File: config.mk
export PLATFORM = sky130hd
export DESIGN_NAME = sreg_shifter_flat
export DESIGN_NICKNAME = d
export VERILOG_FILES = /design/src/rtl/sreg_pkg.sv /design/src/rtl/sreg_shifter_if.sv /design/src/rtl/sreg_clkdiv.sv /design/src/rtl/sreg_shifter.sv /design/src/flat_wrapper.sv
export SDC_FILE = /design/constraint.sdc
export NUM_CORES = 1
export LEC_CHECK = 0
export CAP_MARGIN = 0
export CORE_MARGIN = 4
export CORE_UTILIZATION = 41
export DETAILED_ROUTE_END_ITERATION = 10
export HOLD_SLACK_MARGIN = 0.12
export PLACE_DENSITY = 0.83
export SYNTH_ARGS = -nofsm -noshare
export SYNTH_HDL_FRONTEND = slang
export SYNTH_SLANG_ARGS = --single-unit
File: constraint.sdc
create_clock -name clk -period 4.1 [get_ports clk]
set_clock_uncertainty 0.2 [all_clocks]
set_input_delay 0.82 -clock clk [delete_from_list [all_inputs] [get_ports clk]]
set_output_delay 0.82 -clock clk [all_outputs]
set_load 0.01 [all_outputs]
File: src/rtl/sreg_pkg.sv
// Shared types and default sizing for the serial shift-register driver.
package sreg_pkg;

  typedef enum logic [1:0] {SREG_IDLE, SREG_SHIFT, SREG_LATCH} sreg_state_t;

  localparam int unsigned SREG_DEF_W   = 42;
  localparam int unsigned SREG_DEF_DIV = 4;

endpackage

File: src/rtl/sreg_shifter_if.sv
// Request/serial-side bundle of sreg_shifter; sdi/rdata exist only with SREG_READBACK_EN.
interface sreg_shifter_if #(
  parameter int unsigned DATA_W = sreg_pkg::SREG_DEF_W
) ();

  logic              start;
  logic [DATA_W-1:0] data_in;
  logic              abort;
  logic              ready;
  logic              busy;
  logic              sclk;
  logic              sdata;
  logic              latch;
  logic              done;
  logic [DATA_W-1:0] data_out;
`ifdef SREG_READBACK_EN
  logic              sdi;
  logic [DATA_W-1:0] rdata;

  modport master (output start, data_in, abort, sdi,
                  input  ready, busy, sclk, sdata, latch, done, data_out, rdata);
  modport slave  (input  start, data_in, abort, sdi,
                  output ready, busy, sclk, sdata, latch, done, data_out, rdata);
`else
  modport master (output start, data_in, abort,
                  input  ready, busy, sclk, sdata, latch, done, data_out);
  modport slave  (input  start, data_in, abort,
                  output ready, busy, sclk, sdata, latch, done, data_out);
`endif

endinterface

File: src/rtl/sreg_clkdiv.sv
// Divides clk into sclk while enabled; strobes mark the mid-bit rise and the bit wrap.
module sreg_clkdiv #(
  parameter int unsigned CLK_DIV = 4
) (
  input  logic clk,
  input  logic rst_n,
  input  logic en,
  output logic sclk,
  output logic rise_stb,
  output logic wrap_stb
);

  localparam int unsigned DIV_W = $clog2(CLK_DIV);
  localparam int unsigned HALF  = CLK_DIV / 2;

  logic [DIV_W-1:0] r_div_cnt;
  logic [DIV_W-1:0] w_div_cnt_nxt;
  logic             r_sclk;

  // Counter parks at zero whenever the shifter is not going to stay in SHIFT.
  always_comb begin
    w_div_cnt_nxt = '0;
    if (en && !wrap_stb) begin
      w_div_cnt_nxt = r_div_cnt + DIV_W'(1);
    end
  end

  always_ff @(posedge clk or posedge rst_n) begin
    if (rst_n) begin
      r_div_cnt <= '0;
      r_sclk    <= 1'b0;
    end else begin
      r_div_cnt <= w_div_cnt_nxt;
      r_sclk    <= (w_div_cnt_nxt >= DIV_W'(HALF));
    end
  end

  assign sclk     = r_sclk;
  assign rise_stb = (r_div_cnt == DIV_W'(HALF));
  assign wrap_stb = (r_div_cnt == DIV_W'(CLK_DIV - 1));

endmodule

File: src/rtl/sreg_shifter.sv
// Serialises a DATA_W-bit word onto sdata/sclk, then strobes latch and pulses done.
// Optional readback of the chain output via sdi/rdata when SREG_READBACK_EN is defined.
module sreg_shifter #(
  parameter int unsigned DATA_W    = sreg_pkg::SREG_DEF_W,
  parameter int unsigned CLK_DIV   = sreg_pkg::SREG_DEF_DIV,
  parameter int unsigned LSB_FIRST = 1
) (
  input  logic           clk,
  input  logic           rst_n,
  sreg_shifter_if.slave  bus
);

  import sreg_pkg::*;

  localparam int unsigned CNT_W = $clog2(DATA_W);
  localparam int unsigned LAT_W = $clog2(CLK_DIV);

  sreg_state_t       r_state, w_next_state;
  logic [CNT_W-1:0]  r_bit_cnt, w_bit_cnt_nxt;
  logic [LAT_W-1:0]  r_lat_cnt, w_lat_cnt_nxt;
  logic [DATA_W-1:0] r_data, w_data_nxt, w_shifted;
  logic              r_sdata, w_sdata_nxt;
  logic              r_latch, w_latch_nxt;
  logic              r_done, w_done_nxt;
  logic              r_ready, r_busy;
  logic              w_next_bit, w_first_bit;
  logic              w_div_en, w_wrap_stb, w_sclk;
`ifdef SREG_READBACK_EN
  logic              w_rise_stb;
  logic [DATA_W-1:0] r_rdata;
`endif

  assign w_div_en = (r_state == SREG_SHIFT) && (w_next_state == SREG_SHIFT);

  sreg_clkdiv #(.CLK_DIV(CLK_DIV)) u_clkdiv (
    .clk      (clk),
    .rst_n    (rst_n),
    .en       (w_div_en),
    .sclk     (w_sclk),
`ifdef SREG_READBACK_EN
    .rise_stb (w_rise_stb),
`else
    .rise_stb (),
`endif
    .wrap_stb (w_wrap_stb)
  );

  // Bit-order dependent shift direction and bit selection.
  always_comb begin
    if (LSB_FIRST != 0) begin
      w_shifted   = r_data >> 1;
      w_next_bit  = r_data[1];
      w_first_bit = bus.data_in[0];
    end else begin
      w_shifted   = r_data << 1;
      w_next_bit  = r_data[DATA_W-2];
      w_first_bit = bus.data_in[DATA_W-1];
    end
  end

  always_comb begin
    w_next_state  = r_state;
    w_bit_cnt_nxt = r_bit_cnt;
    w_lat_cnt_nxt = r_lat_cnt;
    w_data_nxt    = r_data;
    w_sdata_nxt   = r_sdata;
    w_latch_nxt   = r_latch;
    w_done_nxt    = 1'b0;
    case (r_state)
      SREG_IDLE: begin
        if (bus.start) begin
          w_next_state  = SREG_SHIFT;
          w_data_nxt    = bus.data_in;
          w_bit_cnt_nxt = '0;
          w_lat_cnt_nxt = '0;
          w_sdata_nxt   = w_first_bit;
        end
      end
      SREG_SHIFT: begin
        if (bus.abort) begin
          w_next_state = SREG_IDLE;
          w_sdata_nxt  = 1'b0;
        end else if (w_wrap_stb) begin
          w_data_nxt = w_shifted;
          if (r_bit_cnt == CNT_W'(DATA_W - 1)) begin
            w_next_state  = SREG_LATCH;
            w_sdata_nxt   = 1'b0;
            w_latch_nxt   = 1'b1;
            w_lat_cnt_nxt = '0;
          end else begin
            w_bit_cnt_nxt = r_bit_cnt + CNT_W'(1);
            w_sdata_nxt   = w_next_bit;
          end
        end
      end
      SREG_LATCH: begin
        if (bus.abort) begin
          w_next_state = SREG_IDLE;
          w_latch_nxt  = 1'b0;
        end else if (r_lat_cnt == LAT_W'(CLK_DIV - 1)) begin
          w_next_state = SREG_IDLE;
          w_latch_nxt  = 1'b0;
          w_done_nxt   = 1'b1;
        end else begin
          w_lat_cnt_nxt = r_lat_cnt + LAT_W'(1);
        end
      end
      default: begin
        w_next_state = SREG_IDLE;
        w_sdata_nxt  = 1'b0;
        w_latch_nxt  = 1'b0;
      end
    endcase
  end

  always_ff @(posedge clk or posedge rst_n) begin
    if (rst_n) begin
      r_state   <= SREG_IDLE;
      r_bit_cnt <= '0;
      r_lat_cnt <= '0;
      r_data    <= '0;
      r_sdata   <= 1'b0;
      r_latch   <= 1'b0;
      r_done    <= 1'b0;
      r_ready   <= 1'b1;
      r_busy    <= 1'b0;
    end else begin
      r_state   <= w_next_state;
      r_bit_cnt <= w_bit_cnt_nxt;
      r_lat_cnt <= w_lat_cnt_nxt;
      r_data    <= w_data_nxt;
      r_sdata   <= w_sdata_nxt;
      r_latch   <= w_latch_nxt;
      r_done    <= w_done_nxt;
      r_ready   <= (w_next_state == SREG_IDLE);
      r_busy    <= (w_next_state != SREG_IDLE);
    end
  end

`ifdef SREG_READBACK_EN
  // Chain output captured at each sclk rise, assembled in transmission order.
  always_ff @(posedge clk or posedge rst_n) begin
    if (rst_n) begin
      r_rdata <= '0;
    end else if ((r_state == SREG_IDLE) && bus.start) begin
      r_rdata <= '0;
    end else if ((r_state == SREG_SHIFT) && w_rise_stb) begin
      if (LSB_FIRST != 0) begin
        r_rdata <= {bus.sdi, r_rdata[DATA_W-1:1]};
      end else begin
        r_rdata <= {r_rdata[DATA_W-2:0], bus.sdi};
      end
    end
  end

  assign bus.rdata = r_rdata;
`endif

  assign bus.ready    = r_ready;
  assign bus.busy     = r_busy;
  assign bus.sclk     = w_sclk;
  assign bus.sdata    = r_sdata;
  assign bus.latch    = r_latch;
  assign bus.done     = r_done;
  assign bus.data_out = r_data;

endmodule

File: src/flat_wrapper.sv
// flat-port wrapper written by rule: the top's interface ports become plain ports
module sreg_shifter_flat import sreg_pkg::*;
#(
  parameter int unsigned DATA_W    = sreg_pkg::SREG_DEF_W,
  parameter int unsigned CLK_DIV   = sreg_pkg::SREG_DEF_DIV,
  parameter int unsigned LSB_FIRST = 1
)
  (clk, rst_n, bus_start, bus_data_in, bus_abort, bus_ready, bus_busy, bus_sclk, bus_sdata, bus_latch, bus_done, bus_data_out);
  sreg_shifter_if #(.DATA_W(DATA_W)) bus_i ();
  input  logic clk;
  input  logic rst_n;
  input wire logic [$bits(bus_i.start)-1:0] bus_start;
  input wire logic [$bits(bus_i.data_in)-1:0] bus_data_in;
  input wire logic [$bits(bus_i.abort)-1:0] bus_abort;
  output wire logic [$bits(bus_i.ready)-1:0] bus_ready;
  output wire logic [$bits(bus_i.busy)-1:0] bus_busy;
  output wire logic [$bits(bus_i.sclk)-1:0] bus_sclk;
  output wire logic [$bits(bus_i.sdata)-1:0] bus_sdata;
  output wire logic [$bits(bus_i.latch)-1:0] bus_latch;
  output wire logic [$bits(bus_i.done)-1:0] bus_done;
  output wire logic [$bits(bus_i.data_out)-1:0] bus_data_out;
  assign bus_i.start = bus_start;
  assign bus_i.data_in = bus_data_in;
  assign bus_i.abort = bus_abort;
  assign bus_ready = bus_i.ready;
  assign bus_busy = bus_i.busy;
  assign bus_sclk = bus_i.sclk;
  assign bus_sdata = bus_i.sdata;
  assign bus_latch = bus_i.latch;
  assign bus_done = bus_i.done;
  assign bus_data_out = bus_i.data_out;
  sreg_shifter #(.DATA_W(DATA_W), .CLK_DIV(CLK_DIV), .LSB_FIRST(LSB_FIRST)) u_core (.clk(clk), .rst_n(rst_n), .bus(bus_i));
endmodule
After elaboration in Yosys (flattened, before gate mapping)
Index checks and enable logic that the tools add are counted.
{"block": "op_classes", "n_bitwise": 2, "order_cmp": 1, "reduce_logical": 13, "addsub": 3, "eq_ne": 15, "n_mux": 38}
{"operator": "$mux W42", "count": 3}
{"operator": "$pmux W42 S2", "count": 1}
{"operator": "$mux W2", "count": 13}
{"operator": "$mux W6", "count": 4}
{"operator": "$ne A2 B2 Y1 const B", "count": 7}
{"operator": "$mux W1", "count": 12}
{"operator": "$pmux W2 S3", "count": 2}
{"operator": "$pmux W6 S2", "count": 1}
{"operator": "$reduce_and A5 Y1", "count": 2}
{"operator": "$reduce_and A7 Y1", "count": 1}
{"operator": "$add A6 B1 Y6 const B", "count": 1}
{"operator": "$eq A2 B2 Y1 const B", "count": 3}
{"operator": "$eq A6 B6 Y1 const B", "count": 1}
{"operator": "$pmux W1 S3", "count": 2}
{"operator": "$add A2 B1 Y2 const B", "count": 2}
{"operator": "$eq A2 B1 Y1 const B", "count": 2}
{"operator": "$logic_not A2 Y1", "count": 2}
{"operator": "$reduce_and A4 Y1", "count": 1}
{"operator": "$reduce_bool A2 Y1", "count": 2}
{"operator": "$ne A3 B2 Y1 const B", "count": 1}
{"operator": "$ne A3 B3 Y1 const B", "count": 1}
{"operator": "$reduce_and A3 Y1", "count": 1}
{"operator": "$reduce_bool A3 Y1", "count": 1}
{"operator": "$ge A2 B2 Y1 const B", "count": 1}
{"operator": "3 further kinds", "count": 5}
{"block": "word_totals", "wordCells": 83, "output_inout_bits": 48, "register_bits": 60}

Depth between registers and ports, before layout
Gate-level depths: netlist of the first run.
{"block": "logic_depth", "ltp_word": 10, "depth_mapped": 7, "mapped_depth_nobuf": 6}

Cells and area by module
From an unflattened synthesis of the first run, not the netlist that was laid out.
{"block": "hier_totals", "cells_unflattened": 321, "area_unflattened_um2": 2909.0}
{"mod": "sreg_shifter", "area_each_um2": 2811.4, "n_inst": 1, "cells_each": 313, "seq_area_each_um2": 1427.6}
{"mod": "sreg_clkdiv", "area_each_um2": 97.6, "n_inst": 1, "cells_each": 8, "seq_area_each_um2": 50.0}

Worst setup path before layout of the first run
No wires, ideal clock.
{"block": "synth_timing", "path_kind": "in2reg", "from": "input port bus_start", "to": "register u_core.r_bit_cnt[5]", "arrival_ps": 1737, "path_slack_ps": 2085, "cell_stages": 5, "required_time_ps": 3823, "setup_time_ps": 77, "cell_sequence": "nor3b_4 > buf_6 > o21ai_4 > or3_1 > a21oi_1"}
{"block": "synth_via", "elab_chain_cells": 2}
{"element": "from (decl)", "line_no": "flat_wrapper.sv:12", "rtl": "input wire logic [$bits(bus_i.start)-1:0] bus_start;"}
{"element": "$ne A2 B2 Y1 (no source line)"}
{"element": "$reduce_and A5 Y1 (no source line)"}
{"element": "to (signal assigned)", "line_no": "sreg_shifter.sv:129", "rtl": "r_bit_cnt <= w_bit_cnt_nxt;"}
{"element": "to (decl)", "line_no": "sreg_shifter.sv:19", "rtl": "logic [CNT_W-1:0] r_bit_cnt, w_bit_cnt_nxt;"}
Every way passes these cells.
A chain may end at the register's enable or synchronous reset.

Worst setup path in the final report of the first run
{"block": "layout_timing", "from": "input port bus_abort", "to": "register u_core.r_data[37] (netlist: u_core.bus.data_out[37])"}
{"block": "layout_via", "elab_chain_cells": 2}
{"element": "from (decl)", "line_no": "flat_wrapper.sv:14", "rtl": "input wire logic [$bits(bus_i.abort)-1:0] bus_abort;"}
{"element": "$ne A2 B2 Y1 (no source line)"}
{"element": "$reduce_and A4 Y1 (no source line)"}
{"element": "to (signal assigned)", "line_no": "sreg_shifter.sv:131", "rtl": "r_data <= w_data_nxt;"}
{"element": "to (decl)", "line_no": "sreg_shifter.sv:21", "rtl": "logic [DATA_W-1:0] r_data, w_data_nxt, w_shifted;"}
Every way passes these cells.

==> impl_metrics.json, run 1 <==
{
  "rows": 30,
  "grt_pass1_wl_um": 11000,
  "crit_path_start_kind": "primary input",
  "cts_buffers": 9,
  "synth_top_area_share_pct": 51.6,
  "crit_arrival_ps": 2720,
  "period_minus_slack_ps": 2660,
  "ys_async_sr_fraction_pct": 100,
  "drt.antenna.violating_nets": 0,
  "syn_inst": 274,
  "p_leak_nw": 1.88,
  "yosys.area.top_type": "dfrtp_1",
  "yosysWarnings": 0,
  "cpLargestDelayFamily": "buffers and inverters",
  "core_area_um2": 6790,
  "whs_ps": 246,
  "pre_cts_ws_ps": 1110,
  "stdcell_area_um2": 4110,
  "finalCritPeriodShare_pct": 64.9,
  "drv_slew": 0,
  "routed_wl_um": 6570,
  "finalSetupTns_ps": 0,
  "synth_top_family_by_area": "multiplexers",
  "wl_per_cell_um": 14.1,
  "cts.htree.levels": 3,
  "final_cells": 465,
  "ys_ff_latch": 60,
  "powerDensity_nw_per_um2": 539,
  "ctsHoldBuffers": 0,
  "hold_path_class": "register to register",
  "placed_cells": 449,
  "num_io_pins": 94,
  "finalSetupViolCount": 0,
  "clock_sinks": 60,
  "endpoint_kind": "register",
  "postCtsSetupBuffers": 0,
  "synth_simple_gate_area_share_pct": 13.1,
  "avgSynthCellArea_um2": 10.4,
  "path_cells": "clkdlybuf4s50_1 > and4bb_4 > nor2_4 > buf_12 > nand2_1 > o21ai_1",
  "clkSlewWorstSetupHoldPaths_ps": 70,
  "port_buffers": 93,
  "dieHeight_um": 91.5,
  "cts_tree": "built",
  "synthTopCellsByCount": "59 x dfrtp_1, 48 x nand2_1, 43 x o21ai_1, 41 x mux2i_1",
  "drive_gt1_share_pct": 7.59,
  "overflow": 0,
  "drt_iter0_markers": 149,
  "syn_nets": 324,
  "nets": 414,
  "firstDrtPassIters": 4,
  "relSlewSlack_pct": 29.8,
  "cpPeakStageDelay_ps": 700,
  "remaining_drc_errors": 0,
  "initial_core_util_pct": 42.1,
  "synth_compound_gate_area_share_pct": 13.8,
  "syn_to_final_growth_pct": 43.7,
  "cts_resized": 0,
  "cp_max_fo": 65,
  "fill_cells": 566,
  "synth-seq-area-share_pct": 52.5,
  "dpl_cell_area_um2": 3860,
  "yosys_most_used_dff": "dfrtp_1",
  "grt_pass1_vias": 2387,
  "synth_area_um2": 2860,
  "rsz0062_at_grt": "false",
  "max-cap-violations": 0,
  "vias": 2363,
  "synth_area_leaders": "dfrtp_1 52%, mux2i_1 14%, o21ai_1 7.5%",
  "clk_path_buf_depth": 2,
  "yosysMostFrequentCell": "dfrtp_1",
  "finalHoldViolCount": 0,
  "layout_setup_ws_ps": 1440,
  "synth_edf_count": 0,
  "ir_drop_mv": 0.249,
  "path_class": "primary input to register",
  "grt_usage_pct": 16.3,
  "grt_antenna_before_repair": 0,
  "grt_max_degree": 66,
  "clock-root-buffer": "clkbuf_8",
  "crit_path_top_delay_cell": "clkdlybuf4s50_1",
  "insertion_delay_ps": 330,
  "place.gp.congestion": 0.748,
  "status": "complete, no violations",
  "ys_types": 41,
  "synth_xor_xnor_area_share_pct": 0.919,
  "die_w_um": 91.5,
  "dp_hpwl_um": 4680,
  "via_per_inst": 5.08,
  "synth_fa_ha_area_share_pct": 1.75,
  "muxShareOfSynthArea_pct": 14.3,
  "fmax_mhz": 376,
  "worst-slew-pin-transition_ps": 1050,
  "cp.required_ps": 4160,
  "timing.critical_path.buf_inv": 2,
  "n_antenna_cell": 0,
  "die-area_um2": 8380
}
area by class of cell:
type	instances	area (um^2)	share of cell area (%)
clock inverters	4	95.1	2.31
clock buffers	12	155	3.78
flip-flops and latches	60	1500	36.6
well taps	96	120	2.92
repair buffers	96	966	23.5
inverters	4	15.0	0.365
multi-input cells	193	1250	30.5
stage by stage:
step	utilization (%)	power [W]
2_1_floorplan	-	0.00119
3_3_place_gp	56.8	0.00156
3_5_place_dp	56.8	0.00158
4_1_cts	60.5	0.00224
5_1_grt	60.5	0.00235
6_report	60.5	0.00222
flip-flops by register name, summed over array words and instances, names as in the netlist:
| signal | cells |
|---|---|
| u_core.bus.ready | 1 |
| u_core.u_clkdiv.r_div_cnt | 2 |
| u_core.u_clkdiv.sclk | 1 |
| u_core.r_lat_cnt | 2 |
| u_core.bus.sdata | 1 |
| u_core.bus.done | 1 |
| u_core.r_bit_cnt | 6 |
| u_core.r_state | 2 |
| u_core.bus.data_out | 42 |
| u_core.bus.busy | 1 |
| u_core.bus.latch | 1 |
worst register-to-register path, cell delays in order (launching register included):
cell and delay (ps):
dfrtp_1 620, inv_2 110, nand2_2 780, buf_4 390, mux2i_1 210, o21ai_1 70
kinds of logic (layout without fill, tap and decap cells):
logic type | after synthesis | count (layout)
buffers and inverters | 21 | 116
flip-flops | 60 | 60
AO/OA/AOI/OAI | 66 | 66
multiplexers | 41 | 41
AND/OR/NAND/NOR | 79 | 79
XOR/XNOR | 3 | 3
adder cells (fa/ha/maj) | 4 | 4
path summary, 6_finish.rpt:
path                       slack [ps]                                   start                                endpoint  depth (start not counted)
setup / recovery                 1440                               bus_abort     u_core.bus.data_out[37]$_DFFE_PP0P_                          6
hold reg to reg                   250  u_core.u_clkdiv.r_div_cnt[0]$_DFF_PP0_  u_core.u_clkdiv.r_div_cnt[0]$_DFF_PP0_                          1
hold / removal                    250  u_core.u_clkdiv.r_div_cnt[0]$_DFF_PP0_  u_core.u_clkdiv.r_div_cnt[0]$_DFF_PP0_                          1
max in group asynchronous        2080                                   rst_n              u_core.bus.ready$_DFF_PP1_                          3
setup reg to reg                 1600             u_core.r_state[1]$_DFF_PP0_     u_core.bus.data_out[13]$_DFFE_PP0P_                          5
min in group asynchronous         780                                   rst_n     u_core.bus.data_out[10]$_DFFE_PP0P_                          2
cell usage in the layout (no fill, tap or decap), drive strengths merged:
master and count:
bufinv 3, dfrtp 59, nand2 49, clkbuf 12, a21oi 3, o21ai 47, a311o 1, nand3b 1
or3 3, o31ai 1, dfstp 1, clkdlybuf4s50 93, nor3b 1, and3 4, a211o 1, o2bb2ai 2
nor4 2, mux2i 41, and4bb 1, a22o 4, nand3 2, inv 4, xor2 3, nand4b 1
a211oi 1, o21a 1, a21o 2, nor2 11, o22ai 1, a32oi 1, clkinv 1, nor3 4
o2111ai 1, ha 4, buf 3
layer usage:
layer	up-vias	wire length (um)	share of wire, %	GRT usage, %
met2	80	3030	46	24.7
li1	1146	-	-	-
met5	-	0	0	0
met3	6	507	7.7	5.63
met1	1131	2960	45	21.2
met4	0	69	1.1	6.91
power by group:
group,leakage (nW),internal [W],switching (W)
Combinational,0.988,0.000398,0.000304
Clock,0.127,0.000436,0.000219
Sequential,0.766,0.000736,0.000122
Note: power is estimated with default switching activity, not from simulation.
==> inputs of run 2 (changes only) <==
==> constraint.sdc (replaced) <==
create_clock -name clk -period 2.6 [get_ports clk]
set_clock_uncertainty 0.2 [all_clocks]
set_input_delay 0.52 -clock clk [delete_from_list [all_inputs] [get_ports clk]]
set_output_delay 0.52 -clock clk [all_outputs]
set_load 0.01 [all_outputs]
==> impl_metrics.json, run 2 (synthesis gave the netlist of run 1 again) <==
{
  "vias": 2359,
  "whs_endpoint": "u_core.u_clkdiv.r_div_cnt[0]$_DFF_PP0_",
  "finalSetupTns_ps": 0,
  "cpPeakStageDelay_ps": 540,
  "status": "complete, no violations",
  "cts.htree.levels": 3,
  "rsz0062_at_grt": "false",
  "utilization_pct": 60.1,
  "n_antenna_cell": 0,
  "crit_path_top_delay_cell": "clkdlybuf4s50_1",
  "ff_latch_area_um2": 1500,
  "dieHeight_um": 91.5,
  "crit_arrival_ps": 2180,
  "p_leak_nw": 1.88,
  "relSlewSlack_pct": 62.3,
  "remaining_drc_errors": 0,
  "drive_gt1_share_pct": 8.53,
  "reg2reg_from": "u_core.r_state[1]$_DFF_PP0_",
  "grt_usage_pct": 16.6,
  "layout_commonest_cell": "clkdlybuf4s50_1",
  "die-area_um2": 8380,
  "cp_max_fo": 7,
  "finalSetupViolCount": 0,
  "r2r-end": "u_core.bus.data_out[33]$_DFFE_PP0P_",
  "largest_register_ffs": 42,
  "clock_sinks": 60,
  "port_buffers": 93,
  "p_total_w": 0.00327,
  "overflow": 0,
  "worstHoldStart": "u_core.u_clkdiv.r_div_cnt[0]$_DFF_PP0_",
  "grt_pass1_vias": 2381,
  "fill_cells": 610,
  "initial_core_util_pct": 42.1,
  "core_area_um2": 6790,
  "cp.required_ps": 2650,
  "period_minus_slack_ps": 2120,
  "layout_setup_ws_ps": 476,
  "nets": 421,
  "num_io_pins": 94,
  "fmax_mhz": 471,
  "final_cell_mix": "93 x clkdlybuf4s50_1, 59 x dfrtp_1, 48 x nand2_1",
  "finalHoldViolCount": 0,
  "cts_tree": "built",
  "path_cells": "clkdlybuf4s50_1 > nor3b_4 > o21ai_1 > or3_1 > a21oi_1",
  "endpoint_kind": "register",
  "grt_max_degree": 34,
  "place.gp.congestion": 0.786,
  "wl_per_cell_um": 14.4,
  "insertion_delay_ps": 330,
  "multiInputGateArea_um2": 1250,
  "clk_path_buf_depth": 2,
  "pre_cts_ws_ps": 144,
  "routed_wl_um": 6770,
  "grt_antenna_before_repair": 0,
  "path_class": "primary input to register",
  "whs_path_depth": 1,
  "drt_iter0_markers": 159,
  "crit_path_start_kind": "primary input",
  "r2r_cells": 5,
  "cts_buffers": 9,
  "rows": 30,
  "drt.antenna.violating_nets": 0,
  "dp_hpwl_um": 5000,
  "grt_pass1_wl_um": 11300,
  "powerDensity_nw_per_um2": 800,
  "ir_drop_mv": 0.422,
  "ctsHoldBuffers": 0,
  "drv_slew": 0,
  "worst-slew-pin-transition_ps": 564,
  "r2r_slack_ps": 580,
  "via_per_inst": 5.01,
  "cts_resized": 0,
  "die_w_um": 91.5,
  "clkSlewWorstSetupHoldPaths_ps": 60,
  "hold_path_class": "register to register",
  "clock-root-buffer": "clkbuf_8",
  "syn_to_final_growth_pct": 42.7,
  "firstDrtPassIters": 4,
  "max-cap-violations": 0,
  "postCtsSetupBuffers": 0,
  "finalCritPeriodShare_pct": 81.7
}
==> run 2: worst max path at each step <==
stage / slack, ps / start / depth (start not counted) / endpoint
final: 480 / bus_start / 5 / u_core.r_bit_cnt[2]$_DFFE_PP0P_
after global routing: 380 / bus_start / 6 / u_core.bus.data_out[32]$_DFFE_PP0P_
after CTS: 490 / bus_start / 5 / u_core.r_bit_cnt[2]$_DFFE_PP0P_
after detailed placement: 140 / bus_start / 6 / u_core.bus.data_out[33]$_DFFE_PP0P_
after global placement: 220 / bus_start / 5 / u_core.r_bit_cnt[2]$_DFFE_PP0P_
after floorplan: 400 / rst_n / 1 / u_core.bus.busy$_DFF_PP0_
==> run 2: where the power goes <==
| part | total [W] | switching, W | leakage [nW] | internal [W] |
|---|---|---|---|---|
| clock | 0.000797 | 0.000334 | 0.0935 | 0.000463 |
| combinational | 0.00111 | 0.000482 | 1.02 | 0.000631 |
| sequential | 0.00135 | 0.000193 | 0.766 | 0.00116 |
| total | 0.00327 | 0.00101 | 1.88 | 0.00226 |
==> run 2: worst max-delay path: cells and delay by family <==
kind,cells,cell delay (ps)
AOI/OAI and AO/OA,2,290
and+or+nand+nor,2,830
buffers and inverters,1,540
==> run 2: area by class of cell <==
| cell class | count | share of cell area, % |
|---|---|---|
| multi-input cells | 193 | 30.7 |
| flip-flops and latches | 60 | 36.8 |
| inverters | 4 | 0.368 |
| well taps | 96 | 2.94 |
| clock inverters | 2 | 0.858 |
| repair buffers | 103 | 24.6 |
| clock buffers | 13 | 3.65 |
==> run 2: metal layers <==
layer | part of all wire, % | wire (um) | global-route usage, % | vias up
met1 | 44 | 2970 | 21.8 | 1114
met3 | 6.8 | 459 | 4.56 | 9
met5 | 0 | 0 | 0 | -
met2 | 48 | 3220 | 25.7 | 81
li1 | - | - | - | 1155
met4 | 1.8 | 121 | 7.04 | 0
==> run 2: metrics by stage <==
step | instances | hold WS [ps] | cell area [um^2]
floorplan | 274 | 216 | 2860
global placement | 456 | 225 | 3900
detailed placement | 456 | 234 | 3900
CTS | 471 | 243 | 4080
global route | 471 | 279 | 4080
finish | 471 | 248 | 4080
==> inputs of run 3 (changes only) <==
--- a/config.mk
+++ b/config.mk
@@ -10,7 +10,7 @@
 export CORE_UTILIZATION = 41
 export DETAILED_ROUTE_END_ITERATION = 10
 export HOLD_SLACK_MARGIN = 0.12
-export PLACE_DENSITY = 0.83
+export PLACE_DENSITY = 0.86
 export SYNTH_ARGS = -nofsm -noshare
 export SYNTH_HDL_FRONTEND = slang
 export SYNTH_SLANG_ARGS = --single-unit
==> constraint.sdc (replaced) <==
create_clock -name clk -period 1.7 [get_ports clk]
set_clock_uncertainty 0.2 [all_clocks]
set_input_delay 0.34 -clock clk [delete_from_list [all_inputs] [get_ports clk]]
set_output_delay 0.34 -clock clk [all_outputs]
set_load 0.01 [all_outputs]
==> impl_metrics.json, run 3 (synthesis gave the netlist of run 1 again) <==
{
  "routed_wl_um": 8810,
  "cp.required_ps": 1720,
  "clock-root-buffer": "clkbuf_8",
  "powerDensity_nw_per_um2": 1180,
  "dp_hpwl_um": 5060,
  "p_sw_share_pct": 31.8,
  "crit_arrival_ps": 1790,
  "grt_max_degree": 29,
  "die_w_um": 91.5,
  "endpoint_kind": "register",
  "n_antenna_cell": 0,
  "drive_gt1_share_pct": 26.1,
  "layout_commonest_cell": "dfrtp_1",
  "core_area_um2": 6790,
  "initial_core_util_pct": 42.1,
  "whs_ps": 149,
  "relSlewSlack_pct": 73.8,
  "clk_path_buf_depth": 2,
  "path_class": "register to register",
  "port_buffers": 93,
  "ctsHoldBuffers": 0,
  "pre_cts_ws_ps": -397,
  "utilization_pct": 69.7,
  "p_clk_share_pct": 28.0,
  "drt_iter0_markers": 73,
  "ir_drop_mv": 0.636,
  "grt_antenna_before_repair": 0,
  "cpPeakStageDelay_ps": 400,
  "dieHeight_um": 91.5,
  "vias": 2601,
  "grt_pass1_vias": 2705,
  "finalHoldViolCount": 0,
  "crit_path_start_kind": "register",
  "hold_path_class": "primary input to asynchronous set/reset pin",
  "insertion_delay_ps": 330,
  "rsz0062_at_grt": "true",
  "r2r-end": "u_core.bus.data_out[6]$_DFFE_PP0P_",
  "cp_max_fo": 7,
  "die-area_um2": 8380,
  "p_sw_w": 0.00177,
  "clkSlewWorstSetupHoldPaths_ps": 70,
  "grt_usage_pct": 20.3,
  "cpLargestDelayFamily": "buffers and inverters",
  "wl_per_cell_um": 17.6,
  "timing.critical_path.buf_inv": 3,
  "r2r_slack_ps": -70,
  "max-cap-violations": 0,
  "path_depth": 8,
  "fmax_mhz": 566,
  "status": "complete, but fails checks",
  "path_cells": "ha_4 > and4bb_4 > nor2_4 > buf_12 > buf_12 > buf_16 > nand2_1 > o21ai_2",
  "nets": 452,
  "cts_tree": "built",
  "path_common_cell": "buf_12",
  "violations": "setup timing",
  "reg2reg_from": "u_core.u_clkdiv.r_div_cnt[0]$_DFF_PP0_",
  "via_per_inst": 5.18,
  "remaining_drc_errors": 0,
  "grt_pass1_wl_um": 13500,
  "place.gp.congestion": 0.860,
  "cts_buffers": 9,
  "finalSetupViolCount": 31,
  "crit_path_top_delay_cell": "dfrtp_1",
  "layout_setup_ws_ps": -66.9,
  "ff_latch_area_um2": 1510,
  "p_leak_nw": 2.32,
  "worst-slew-pin-transition_ps": 393,
  "period_minus_slack_ps": 1770,
  "clock_sinks": 60,
  "drv_slew": 0,
  "drt.antenna.violating_nets": 0,
  "firstDrtPassIters": 4,
  "finalCritPeriodShare_pct": 104,
  "overflow": 0,
  "fill_cells": 502,
  "largest_register_ffs": 42,
  "r2r_cells": 8,
  "sequentialPowerShare_pct": 37.2,
  "internal_power_w": 0.00380,
  "cts.htree.levels": 3,
  "multiInputGateArea_um2": 1410,
  "finalSetupTns_ps": -961,
  "num_io_pins": 94,
  "p_comb_share_pct": 34.8,
  "syn_to_final_growth_pct": 65.5,
  "final_cell_mix": "57 x dfrtp_1, 50 x dlygate4sd2_1, 43 x clkdlybuf4s50_1",
  "rows": 30
}
run 3: changes by cell type in the layout (fill, tap and decap cells not counted), sizes merged:
| cell | delta |
|---|---|
| buf | +28 |
| bufinv | +2 |
| inv | -1 |
| clkinv | +1 |
| dlygate4sd2 | +50 |
| clkdlybuf4s50 | -50 |
| clkinvlp | +1 |
run 3: metrics by stage:
step | total power (W) | std cells | cell area, um^2
after floorplan | 0.00286 | 274 | 2880
after global placement | 0.00384 | 467 | 4060
after detailed placement | 0.00389 | 467 | 4060
after CTS | 0.00539 | 497 | 4490
after global routing | 0.00589 | 502 | 4730
final | 0.00557 | 502 | 4730
run 3: layout make-up:
class | count | share of cell area (%)
Inverter | 4 | 0.449
Tap cell | 96 | 2.54
Sequential cell | 60 | 31.8
Timing Repair Buffer | 134 | 30.5
Clock inverter | 5 | 2.11
Multi-Input combinational cell | 193 | 29.7
Clock buffer | 10 | 2.91
run 3: power by group through the flow:
| stage | logic, W | registers [W] | clock network, W |
|---|---|---|---|
| floorplan | 0.000675 | 0.00219 | 0 |
| global placement | 0.00178 | 0.00206 | 0 |
| detailed placement | 0.00182 | 0.00207 | 0 |
| CTS | 0.00176 | 0.00204 | 0.00158 |
| global route | 0.00210 | 0.00213 | 0.00166 |
| finish | 0.00194 | 0.00207 | 0.00156 |
run 3: routing by layer:
metal / vias up / wire length, um / global-route usage, %
met4: 0 / 191 / 8.54
li1: 1222 / - / -
met5: - / 0 / 0
met1: 1282 / 3550 / 25.0
met3: 21 / 387 / 4.64
met2: 76 / 4680 / 34.1
run 3: what timing repair did:
action	in CTS	in global routing
endpoints found under the hold margin	0	0
gates resized for setup	62	44
buffers inserted	10	1
setup endpoints to repair	88	51
pin swaps	5	22
cloned	5	4
run 3: how the worst max path moves through the flow:
stage                                           start                                  to  slack (ps)
5_1_grt               u_core.r_bit_cnt[1]$_DFFE_PP0P_     u_core.r_bit_cnt[1]$_DFFE_PP0P_        -110
3_5_place_dp                                bus_start     u_core.r_bit_cnt[2]$_DFFE_PP0P_        -400
4_1_cts        u_core.u_clkdiv.r_div_cnt[0]$_DFF_PP0_  u_core.bus.data_out[7]$_DFFE_PP0P_         -30
3_3_place_gp                                bus_start     u_core.r_bit_cnt[5]$_DFFE_PP0P_        -320
6_report       u_core.u_clkdiv.r_div_cnt[0]$_DFF_PP0_  u_core.bus.data_out[6]$_DFFE_PP0P_         -70
2_1_floorplan  u_core.u_clkdiv.r_div_cnt[0]$_DFF_PP0_     u_core.r_bit_cnt[1]$_DFFE_PP0P_           9
run 3: worst reg2reg max path: cells and delay by family (launching register included):
family	cells	cell delay, ps
AO/OA/AOI/OAI	1	60
AND/OR/NAND/NOR	3	420
buffers and inverters	3	430
flip-flops	1	400
adder cells (fa/ha/maj)	1	150
